[config.mk]
export PLATFORM = sky130hd
export DESIGN_NAME = mcb_port_arbiter
export DESIGN_NICKNAME = d
export VERILOG_FILES = /design/src/rtl/mcb_port_arbiter_pkg.sv /design/src/rtl/mcb_port_arbiter_rr_arbiter2.sv /design/src/rtl/mcb_port_arbiter.sv
export SDC_FILE = /design/constraint.sdc
export NUM_CORES = 1
export LEC_CHECK = 0
export ABC_AREA = 1
export CORE_AREA = 2 2 120 122
export CTS_CLUSTER_DIAMETER = 30
export DETAILED_ROUTE_END_ITERATION = 10
export DIE_AREA = 0 0 122 124
export PLACE_DENSITY_LB_ADDON = 0.12
export SYNTH_ARGS = -nofsm -noshare
export SYNTH_HDL_FRONTEND = slang
export SYNTH_SLANG_ARGS = --single-unit
[constraint.sdc]
create_clock -name clk -period 2 [get_ports clk]
set_clock_uncertainty 0.05 [all_clocks]
set_input_delay 0.2 -clock clk [delete_from_list [all_inputs] [get_ports clk]]
set_output_delay 0.2 -clock clk [all_outputs]
set_load 0.02 [all_outputs]
[src/rtl/mcb_port_arbiter_pkg.sv]
// Shared definitions for the two-requester MCB user-port arbiter:
// MCB field widths, instruction codes, FSM encoding and the latched transaction record.
package mcb_port_arbiter_pkg;

    localparam int MCB_ADDR_BITS = 30;
    localparam int MCB_BL_BITS   = 6;
    localparam int MCB_DATA_BITS = 32;
    localparam int MCB_MASK_BITS = 4;

    localparam logic [2:0] MCB_WR_INSTR = 3'b000;
    localparam logic [2:0] MCB_RD_INSTR = 3'b001;

    typedef enum logic [2:0] {
        ST_IDLE,
        ST_WDATA,
        ST_CMD,
        ST_RDATA,
        ST_DONE
    } arb_state_t;

    typedef struct packed {
        logic                     we;
        logic [MCB_ADDR_BITS-1:0] addr;
        logic [MCB_BL_BITS-1:0]   bl;
    } txn_t;

    function automatic logic [1:0] owner_mask(input logic owner);
        return owner ? 2'b10 : 2'b01;
    endfunction

    // The MCB user port is word-addressed in practice; byte offset bits are dropped.
    function automatic logic [MCB_ADDR_BITS-1:0] word_align(input logic [MCB_ADDR_BITS-1:0] addr);
        return {addr[MCB_ADDR_BITS-1:2], 2'b00};
    endfunction

endpackage

[src/rtl/mcb_port_arbiter_rr_arbiter2.sv]
// Two-way round-robin arbiter: combinational one-hot grant, the requester that
// did not own the resource last wins a tie.
module mcb_port_arbiter_rr_arbiter2 (
    input  logic [1:0] req,
    input  logic       last_owner,
    output logic [1:0] gnt
);

    // NOTE: every always_comb output gets a default first so no path leaves it unassigned (no latch).
    always_comb begin
        gnt = 2'b00;
        if (req == 2'b11) begin
            gnt = last_owner ? 2'b01 : 2'b10;
        end else begin
            gnt = req;
        end
    end

endmodule

[src/rtl/mcb_port_arbiter.sv]
// Shares one MCB read/write user port between two requesters, granting whole
// burst transactions round-robin once memory calibration has completed.
module mcb_port_arbiter
    import mcb_port_arbiter_pkg::*;
#(
    parameter logic [2:0] WR_INSTR = MCB_WR_INSTR,
    parameter logic [2:0] RD_INSTR = MCB_RD_INSTR
) (
    input  logic                       clk,
    input  logic                       rst_n,
    input  logic                       calib_done,

    input  logic [1:0]                 req,
    input  logic [1:0]                 req_we,
    input  logic [2*MCB_ADDR_BITS-1:0] req_addr,
    input  logic [2*MCB_BL_BITS-1:0]   req_bl,
    input  logic [2*MCB_DATA_BITS-1:0] req_wr_data,
    input  logic [2*MCB_MASK_BITS-1:0] req_wr_mask,
    input  logic [1:0]                 req_wr_valid,
    output logic [1:0]                 req_wr_ready,
    output logic [1:0]                 gnt,
    output logic [1:0]                 done,
    output logic [MCB_DATA_BITS-1:0]   rd_data,
    output logic [1:0]                 rd_valid,

    output logic                       mem_cmd_en,
    output logic [2:0]                 mem_cmd_instr,
    output logic [MCB_BL_BITS-1:0]     mem_cmd_bl,
    output logic [MCB_ADDR_BITS-1:0]   mem_cmd_byte_addr,
    input  logic                       mem_cmd_full,

    output logic                       mem_wr_en,
    output logic [MCB_MASK_BITS-1:0]   mem_wr_mask,
    output logic [MCB_DATA_BITS-1:0]   mem_wr_data,
    input  logic                       mem_wr_full,

    output logic                       mem_rd_en,
    input  logic [MCB_DATA_BITS-1:0]   mem_rd_data,
    input  logic                       mem_rd_empty
);

    arb_state_t               state;
    txn_t                     txn;
    logic                     owner;
    logic                     last_owner;
    // One bit wider than the burst length so a 64-word burst never wraps the count.
    logic [MCB_BL_BITS:0]     word_cnt;

    logic [1:0]               arb_gnt;
    logic                     arb_owner;
    logic                     arb_fire;
    logic                     last_word;
    logic                     wr_accept;
    logic                     cmd_accept;
    logic                     rd_accept;
    logic [MCB_DATA_BITS-1:0] owner_wr_data;
    logic [MCB_MASK_BITS-1:0] owner_wr_mask;

    mcb_port_arbiter_rr_arbiter2 u_rr_arbiter2 (
        .req        (req),
        .last_owner (last_owner),
        .gnt        (arb_gnt)
    );

    assign arb_owner  = arb_gnt[1];
    assign arb_fire   = calib_done && (arb_gnt != 2'b00);
    assign last_word  = (word_cnt == {1'b0, txn.bl});
    assign wr_accept  = (state == ST_WDATA) && req_wr_valid[owner] && !mem_wr_full;
    assign cmd_accept = (state == ST_CMD) && !mem_cmd_full;
    assign rd_accept  = (state == ST_RDATA) && !mem_rd_empty;

    assign owner_wr_data = owner ? req_wr_data[2*MCB_DATA_BITS-1:MCB_DATA_BITS]
                                 : req_wr_data[MCB_DATA_BITS-1:0];
    assign owner_wr_mask = owner ? req_wr_mask[2*MCB_MASK_BITS-1:MCB_MASK_BITS]
                                 : req_wr_mask[MCB_MASK_BITS-1:0];

    // NOTE: sequential state uses non-blocking assignments so every register samples pre-edge values.
    always_ff @(posedge clk or negedge rst_n) begin
        if (!rst_n) begin
            state      <= ST_IDLE;
            txn        <= '0;
            owner      <= 1'b0;
            last_owner <= 1'b1;
            word_cnt   <= '0;
            gnt        <= 2'b00;
            done       <= 2'b00;
        end else begin
            done <= 2'b00;
            unique case (state)
                ST_IDLE: begin
                    if (arb_fire) begin
                        owner    <= arb_owner;
                        txn.we   <= req_we[arb_owner];
                        txn.addr <= arb_owner ? req_addr[2*MCB_ADDR_BITS-1:MCB_ADDR_BITS]
                                              : req_addr[MCB_ADDR_BITS-1:0];
                        txn.bl   <= arb_owner ? req_bl[2*MCB_BL_BITS-1:MCB_BL_BITS]
                                              : req_bl[MCB_BL_BITS-1:0];
                        gnt      <= arb_gnt;
                        word_cnt <= '0;
                        state    <= req_we[arb_owner] ? ST_WDATA : ST_CMD;
                    end
                end
                ST_WDATA: begin
                    // The command is only issued once the whole burst sits in the write FIFO.
                    if (wr_accept) begin
                        word_cnt <= word_cnt + 1'b1;
                        if (last_word) begin
                            state <= ST_CMD;
                        end
                    end
                end
                ST_CMD: begin
                    if (cmd_accept) begin
                        word_cnt <= '0;
                        if (txn.we) begin
                            state <= ST_DONE;
                            done  <= owner_mask(owner);
                        end else begin
                            state <= ST_RDATA;
                        end
                    end
                end
                ST_RDATA: begin
                    if (rd_accept) begin
                        word_cnt <= word_cnt + 1'b1;
                        if (last_word) begin
                            state <= ST_DONE;
                            done  <= owner_mask(owner);
                        end
                    end
                end
                ST_DONE: begin
                    gnt        <= 2'b00;
                    last_owner <= owner;
                    state      <= ST_IDLE;
                end
                default: state <= ST_IDLE;
            endcase
        end
    end

    // Port-facing strobes and data are gated by state so idle and reset present all zeros.
    always_comb begin
        req_wr_ready      = 2'b00;
        rd_valid          = 2'b00;
        rd_data           = '0;
        mem_cmd_en        = 1'b0;
        mem_cmd_instr     = 3'b000;
        mem_cmd_bl        = '0;
        mem_cmd_byte_addr = '0;
        mem_wr_en         = 1'b0;
        mem_wr_mask       = '0;
        mem_wr_data       = '0;
        mem_rd_en         = 1'b0;
        unique case (state)
            ST_WDATA: begin
                req_wr_ready[owner] = !mem_wr_full;
                mem_wr_en           = wr_accept;
                mem_wr_data         = owner_wr_data;
                mem_wr_mask         = owner_wr_mask;
            end
            ST_CMD: begin
                mem_cmd_en        = cmd_accept;
                mem_cmd_instr     = txn.we ? WR_INSTR : RD_INSTR;
                mem_cmd_bl        = txn.bl;
                mem_cmd_byte_addr = word_align(txn.addr);
            end
            ST_RDATA: begin
                mem_rd_en       = rd_accept;
                rd_valid[owner] = rd_accept;
                rd_data         = mem_rd_data;
            end
            default: ;
        endcase
    end

endmodule

==> After elaboration in Yosys (flattened, before gate mapping) <==
Cells that the tools add are included.
{ "op_classes": {"n_addsub": 1, "n_lt_le_gt_ge": 3, "eq_ne": 12, "muxes": 46, "bitwise": 2, "n_reduce_logical": 17} }
{ "op_table": {"columns": ["cell", "count"], "rows": [
  ["2-to-1 mux 32 bit", 3],
  ["2-to-1 mux 30 bit", 2],
  ["2-to-1 mux 7 bit", 4],
  ["one-hot mux 7 bit (4 select lines)", 1],
  ["2-to-1 mux 2 bit", 11],
  ["2-to-1 mux 3 bit", 7],
  ["2-to-1 mux 6 bit", 2],
  ["!= test 2 bit (second input constant)", 6],
  ["one-hot mux 3 bit (4 select lines)", 1],
  ["2-to-1 mux 1 bit", 10],
  ["2-to-1 mux 4 bit", 2],
  ["one-hot mux 2 bit (2 select lines)", 2],
  ["adder 7 x 1 -> 7 bit (second input constant)", 1],
  ["== test 7 x 6 -> 1 bit", 1],
  ["== test 3 x 2 -> 1 bit (second input constant)", 2],
  ["logical AND 1 bit", 6],
  ["AND reduction 6 bit", 1],
  ["AND reduction 5 bit", 1],
  ["bitwise AND 2 bit", 2],
  ["less-than comparator 1 x 2 -> 1 bit (second input constant)", 2],
  ["AND reduction 2 bit", 2],
  ["nonzero test 2 bit", 2],
  ["nonzero test 4 bit", 1],
  ["== test 3 x 1 -> 1 bit (second input constant)", 1],
  ["6 further kinds", 8]
]} }
{ "totals": {"register_bits": 53, "in_bits": 188, "output_inout_bits": 118, "word_cells": 90} }

==> Longest topological paths before layout <==
Gate-level depths: netlist of run 1.
{ "logic_depth": {"word_depth": 7, "depth_mapped": 11, "depth_no_buf": 11} }

==> By module <==
From an unflattened synthesis of run 1, not the netlist that was laid out.
{ "hier_totals": {"hier_cells": 615, "hier_area_um2": 3684.8} }
{ "by_module_without_submodules": {"columns": ["module", "n_inst", "cells_each", "area_each_um2", "seq_area_each_um2"], "rows": [
  ["mcb_port_arbiter", 1, 610, 3663.5, 1277.5],
  ["mcb_port_arbiter_rr_arbiter2", 1, 5, 21.3, 0.0]
]} }

==> Worst setup path before layout of run 1 <==
No wires, ideal clock.
{ "synth_timing": {"path_kind": "flip-flop to flip-flop", "start": "register state[2]", "end": "register done[0]", "setup_ns": 0.077, "arrival_ns": 1.541, "required_time_ns": 1.873, "setup_slack_ns": 0.332, "stages_incl_launch_ff": 10, "n_path_buf": 0, "synth_period_minus_slack_ns": 1.668, "cell_sequence": "dfrtp_1 inv_2 nand2_2 nor2_2 inv_2 nor2_4 inv_2 nor2_1 nand2_1 o21ai_1"} }
{ "synth_between": {"elab_chain_cells": 4, "elab_cells_between_ends": 7, "classes_between": "eq/ne (2); mux (3); reduce/logical (2)"} }
{ "synth_lines": {"columns": ["item", "line", "text"], "rows": [
  ["start: declaration", "mcb_port_arbiter.sv:42", "arb_state_t state;"],
  ["start signal: assignment", "mcb_port_arbiter.sv:100", "state <= req_we[arb_owner] ? ST_WDATA : ST_CMD;"],
  ["== test 3 x 2 -> 1 bit, on equally long branches", "mcb_port_arbiter.sv:70, mcb_port_arbiter.sv:89, mcb_port_arbiter.sv:69", null],
  ["logical AND 1 bit, on equally long branches", "mcb_port_arbiter.sv:70, mcb_port_arbiter.sv:69", null],
  ["2-to-1 mux 2 bit, on equally long branches", "mcb_port_arbiter.sv:124, mcb_port_arbiter.sv:113", null],
  ["one-hot mux 2 bit (2 select lines) (*)", "mcb_port_arbiter.sv:89", "unique case (state)"],
  ["end signal: assignment", "mcb_port_arbiter.sv:117", "done <= owner_mask(owner);"],
  ["end signal: assignment", "mcb_port_arbiter.sv:128", "done <= owner_mask(owner);"],
  ["end: declaration", "mcb_port_arbiter.sv:22", "output logic [1:0] done,"]
]} }
Every way passes the cells marked *; elsewhere a longest branch is shown, timed or not.
A chain may end at the register's enable or synchronous reset.

==> Final worst setup path of run 1 <==
{ "layout_timing": {"start": "register state[2]", "end": "output port mem_wr_data[10]"} }
{ "layout_between": {"elab_chain_cells": 2} }
{ "layout_lines": {"columns": ["item", "line", "text"], "rows": [
  ["== test 3 x 1 -> 1 bit", "mcb_port_arbiter.sv:155", "unique case (state)"],
  ["2-to-1 mux 32 bit", "mcb_port_arbiter.sv:155", null],
  ["end: declaration", "mcb_port_arbiter.sv:34", "output logic [MCB_DATA_BITS-1:0] mem_wr_data,"]
]} }
No other way between the ends.

==> results of run 1 <==
[cells by family (layout without fill, tap and decap cells)]
kind of cell	Yosys count	after routing	share of synthesized area
AOI/OAI and AO/OA	124	124	0.189
buffers and inverters	128	423	0.144
DFF	51	51	0.350
other	1	4	0.00103
adders and majority gates	1	1	0.00342
xor gates and xnor gates	2	2	0.00479
and+or+nand+nor	266	266	0.308
[path summary, 6_finish.rpt]
path	startpoint	to	slack (ns)
max in group asynchronous	rst_n	done[1]$_DFF_PN0_	0.92
worst min-delay path	rst_n	txn[14]$_DFFE_PN0P_	0.40
worst max-delay path	state[2]$_DFFE_PN0P_	mem_wr_data[10]	0.05
worst min register to register	gnt[1]$_DFFE_PN0P_	gnt[1]$_DFFE_PN0P_	0.46
min in group clk	gnt[1]$_DFFE_PN0P_	gnt[1]$_DFFE_PN0P_	0.46
worst max register to register	state[0]$_DFFE_PN0P_	txn[36]$_DFFE_PN0P_	0.23
[per-layer routing]
layer	vias to the layer above	track usage	part of all wire
li1	2374	-	-
met1	2096	0.210	0.40
met2	177	0.331	0.51
met5	-	0	0
met4	0	0.0402	0.015
met3	18	0.0481	0.081
[cell usage after synthesis (all sizes together)]
library cell,count
nor2,113
ha,1
or2,1
nand4,1
o22ai,34
dfrtp,50
xor2,2
nand2,132
o21ai,51
nor3,5
clkbuf,17
dfstp,1
a21oi,38
o211ai,1
buf,21
conb,1
nand3,14
inv,90
[layout make-up]
cell class	instances	area, um2
inverters	90	342
well taps	180	225
multi-input cells	397	1860
fillers	1422	6750
repair buffers	325	3120
clock inverters	2	12.5
clock buffers	6	129
flip-flops and latches	51	1280
[power groups by stage]
stage / logic (uW) / registers, uW / clock network (uW)
final: 4730 / 1660 / 849
after global routing: 5210 / 1710 / 917
after CTS: 4760 / 1670 / 875
after detailed placement: 5100 / 1680 / 0
after global placement: 5040 / 1660 / 0
after floorplan: 2860 / 1650 / 0
[sequential cells by signal, indices dropped and copies added, names as in the netlist]
register and cells:
state 3, word_cnt 7, done 2, gnt 2, owner 1, last_owner 1, txn 35
[stage by stage]
step                power [uW]  std cells
finish                    7240       1051
global route              7840       1051
CTS                       7310       1051
detailed placement        6780       1040
global placement          6700       1040
floorplan                 4510        576
[what timing repair did]
item                                    CTS  global route
hold buffers                              1             0
setup buffers                             2             0
endpoints found under the setup margin  110            22
hold endpoints to repair                 23             0
gates resized for setup                 113            36
==> out/metrics.cfg, run 1 <==
[clocking]
root_buffer=clkbuf_16
path_clk_slew_ns=0.07
cts-htree-levels=2
cts.path.max_buffers=2
cts.sinks=51
clock_latency_ns=0.28
tritoncts=yes
numCtsBuffers=5

[placement]
post-dp-hpwl_um=11800
place_congestion=0.780
post_dp_cell_area_mm2=0.00695
place_ws_ns=0.0125
io_buffers=297

[sta]
rsz0062_at_grt=no
min_period_ns=1.95
worst_pin_slew_ns=0.607
holdWs_ns=0.402
slew_headroom=0.595
setup_tns_ns=0
worst_slack_ns=0.0530
slew_viol_final=0
fmax_mhz=514
fin_crit_sh=0.973
setup_violations=0
hold_viol_final=0

[route]
drt-pass1-iter-count=4
via_per_inst=4.44
num_vias=4665
drc=0
drtIter0Drc=193
wl_per_cell_um=14.1
wl_um=14900
ant_nets=0

[pwr]
pwr-share-comb=0.653
seq_power_share=0.230
p_clk_frac=0.117
power_switching_uw=3410
power_leakage_uw=0.00358
powerDensity_mw_per_mm2=1040
ir_drop_uv=625
switching_share=0.471
intPower_uw=3830

[cells_and_area]
final_core_util=0.508
drive_gt1_frac=0.0907
stdcell_area_mm2=0.00697
mostFrequentLayoutCells=clkdlybuf4s50_1, nand2_1, nor2_1
area_growth_syn_to_layout_pct=90.7
mostFrequentLayoutCell=clkdlybuf4s50_1
insertedDiodeCount=0
nets=1059

[synthesis]
synth_top_area_cell=dfrtp_1
seq_area_frac_synth=0.350
netlist_area_mm2=0.00365
yosys.cell_types.count=30
synth_area_leaders=dfrtp_1, nand2_1, nor2_1
synth_top_area_frac=0.342
avgSynthCellArea_um2=6.38
yosys_warnings=0
synth_seq_cells=51
syn_inst=573

[floorplanning]
num_rows=43
die-width_um=122
io_pins=306
fp.dieArea_mm2=0.0151
die_y_um=124
core-area_mm2=0.0137
start_util=0.266

[critical_path]
max_stage_delay_ns=0.40
worst-setup-path-type=flip-flop to primary output
endpoint_kind=primary output
crit_cells=6
worstPathMaxFanout=17
path_cells=buf_4 > nor2_8 > nand2_4 > buf_12 > a21oi_1 > dlygate4sd2_1
critPathRequiredTime_ns=1.75
worst-path-buf-inv=3
critPathLaunchType=flip-flop
r2r_cells=8
critPathArrivalTime_ns=1.70
critPathSlowestCell=dfrtp_1
path_delay_family=buffers and inverters

[global_routing]
grt_pass1_vias=4357
antenna_found_initial=0
grt.total_usage=0.181
grt_max_degree=73
overflow=0
grt_pass1_wl_um=21800

[status]
outcome=completed

[worst_hold_path]
worst_hold_path_type=primary input to asynchronous set/reset pin

[flow_run]
maxCapViolations=0

(Power assumes the default switching activity.)
==> inputs of run 2 (changes only) <==
CORE_AREA = unset   (was 2 2 120 122)
CORE_ASPECT_RATIO = 0.5   (was unset)
CORE_MARGIN = 1   (was unset)
CORE_UTILIZATION = 33   (was unset)
DIE_AREA = unset   (was 0 0 122 124)
SETUP_SLACK_MARGIN = 0.3   (was unset)
clock period = 1.95 ns   (was 2 ns; I/O delays follow)
==> run 2 against run 1 <==
  * Non-clock buffer count grew 32
  * Clock power increased by 11%
  * Critical path type unchanged
  * Critical endpoint is now mem_wr_data[9]
  * Largest cell class unchanged
  * Sequential cell count did not move
  * Power increased by 35%
  * First-iteration DRC count is 34% higher
  * Global-route usage rose by 8.0 points
  * Combinational power up 51%
==> out/metrics.cfg, run 2 (synthesized netlist as in run 1, its figures left out) <==
[route]
drc=0
drt-pass1-iter-count=5
via_per_inst=4.85
wl_per_cell_um=17.0
drtIter0Drc=258
num_vias=5073
wl_um=17800
ant_nets=0

[global_routing]
grt_pass1_wl_um=23300
antenna_found_initial=0
grt_pass1_vias=4395
overflow=0
grt_max_degree=72
grt.total_usage=0.261

[cells_and_area]
mostFrequentLayoutCells=clkdlybuf4s50_1, nand2_1, buf_4
top_regs=txn x35, word_cnt x7, state x3
drive_gt1_frac=0.346
insertedDiodeCount=0
largest_register_ffs=35
regMostFlops=txn
stdcell_area_mm2=0.00808
mostFrequentLayoutCell=clkdlybuf4s50_1
nets=1093
nFillCells=779
area_growth_syn_to_layout_pct=121

[floorplanning]
start_util=0.349
num_rows=26
core-area_mm2=0.0105
die-width_um=151
fp.dieArea_mm2=0.0115
io_pins=306
die_y_um=76.4

[pwr]
power_leakage_uw=0.00376
ir_drop_uv=625
powerDensity_mw_per_mm2=1210
total_power_uw=9790

[clocking]
cts.sinks=51
numCtsBuffers=5
cts.path.max_buffers=2
path_clk_slew_ns=0.08
root_buffer=clkbuf_16
clock_latency_ns=0.31
cts-htree-levels=2
tritoncts=yes

[critical_path]
critPathRequiredTime_ns=1.70
worstPathMaxFanout=9
endpoint_kind=primary output
critPathLaunchType=flip-flop
critPathArrivalTime_ns=1.63
r2r_slack_ns=0.19
worst-setup-path-type=flip-flop to primary output

[sta]
fmax_mhz=532
hold_viol_final=0
setup_tns_ns=0
holdWs_ns=0.444
slew_viol_final=0
worst_pin_slew_ns=0.675
min_period_ns=1.88
rsz0062_at_grt=yes
fin_crit_sh=0.964
setup_violations=0
slew_headroom=0.550

[status]
outcome=completed

[worst_hold_path]
worst_hold_path_type=primary input to flip-flop

[placement]
io_buffers=297
place_congestion=0.864
post-dp-hpwl_um=11700
post_dp_cell_area_mm2=0.00695

[flow_run]
maxCapViolations=0

[run 2: cell count changes in the layout (fill, tap and decap cells not counted), sizes merged, moves of 2 or more]
cell / before / now
nand2: 132 / 134
clkdlybuf4s15: 12 / 0
clkbuf: 16 / 13
dlygate4sd2: 88 / 0
buf: 28 / 162
[run 2: through the flow]
stage | utilization | instances | setup slack, ns
2_1_floorplan | - | 576 | 0.332
3_3_place_gp | 0.663 | 1007 | -0.113
3_5_place_dp | 0.663 | 1007 | -0.142
4_1_cts | 0.674 | 1021 | 0.134
5_1_grt | 0.771 | 1045 | 0.0351
6_report | 0.771 | 1045 | 0.0707
[run 2: worst paths after layout]
check / depth (start not counted) / endpoint / start
max reg2reg: 8 / txn[32]$_DFFE_PN0P_ / state[0]$_DFFE_PN0P_
max: 6 / mem_wr_data[9] / owner$_DFFE_PN0P_
max in group asynchronous: 3 / state[0]$_DFFE_PN0P_ / rst_n
min: 3 / txn[27]$_DFFE_PN0P_ / req_addr[51]
min reg2reg: 2 / last_owner$_DFFE_PN1P_ / last_owner$_DFFE_PN1P_
min in group asynchronous: 3 / txn[13]$_DFFE_PN0P_ / rst_n
[run 2: cell type report]
type	instances	area, um2	area share
multi-input combinational	399	2430	0.300
clock buffer	6	139	0.0172
clock inverter	2	16.3	0.00201
timing repair buffer	357	3690	0.457
sequential	51	1280	0.158
inverter	90	348	0.0431
tap	140	175	0.0217
[run 2: routing by layer]
layer	vias up	track usage	routed length, um
li1	2459	-	-
met1	2384	0.325	7160
met2	198	0.430	8580
met3	32	0.0868	1630
met4	0	0.0640	398
met5	-	0	0
[run 2: what timing repair did]
item / in CTS / in global routing
pin swaps: 2 / 43
endpoints found under the setup margin: 154 / 156
buffers inserted: 3 / 10
gates resized for setup: 525 / 256
hold buffers: 1 / 0
hold endpoints to repair: 50 / 0
gates cloned: 2 / 14
[run 2: critical path, stage by stage (launching register included)]
cell and delay, ns:
dfrtp_1 0.41, inv_2 0.10, bufbuf_16 0.26, buf_12 0.11, nand2_1 0.06, a21oi_1 0.19, buf_4 0.19
[run 2: power by group]
part	total (uW)	switching, uW	leakage, uW	internal, uW
sequential	1720	219	0.000637	1510
clock	943	429	0.0000731	514
combinational	7130	3920	0.00305	3210
total	9790	4570	0.00376	5230
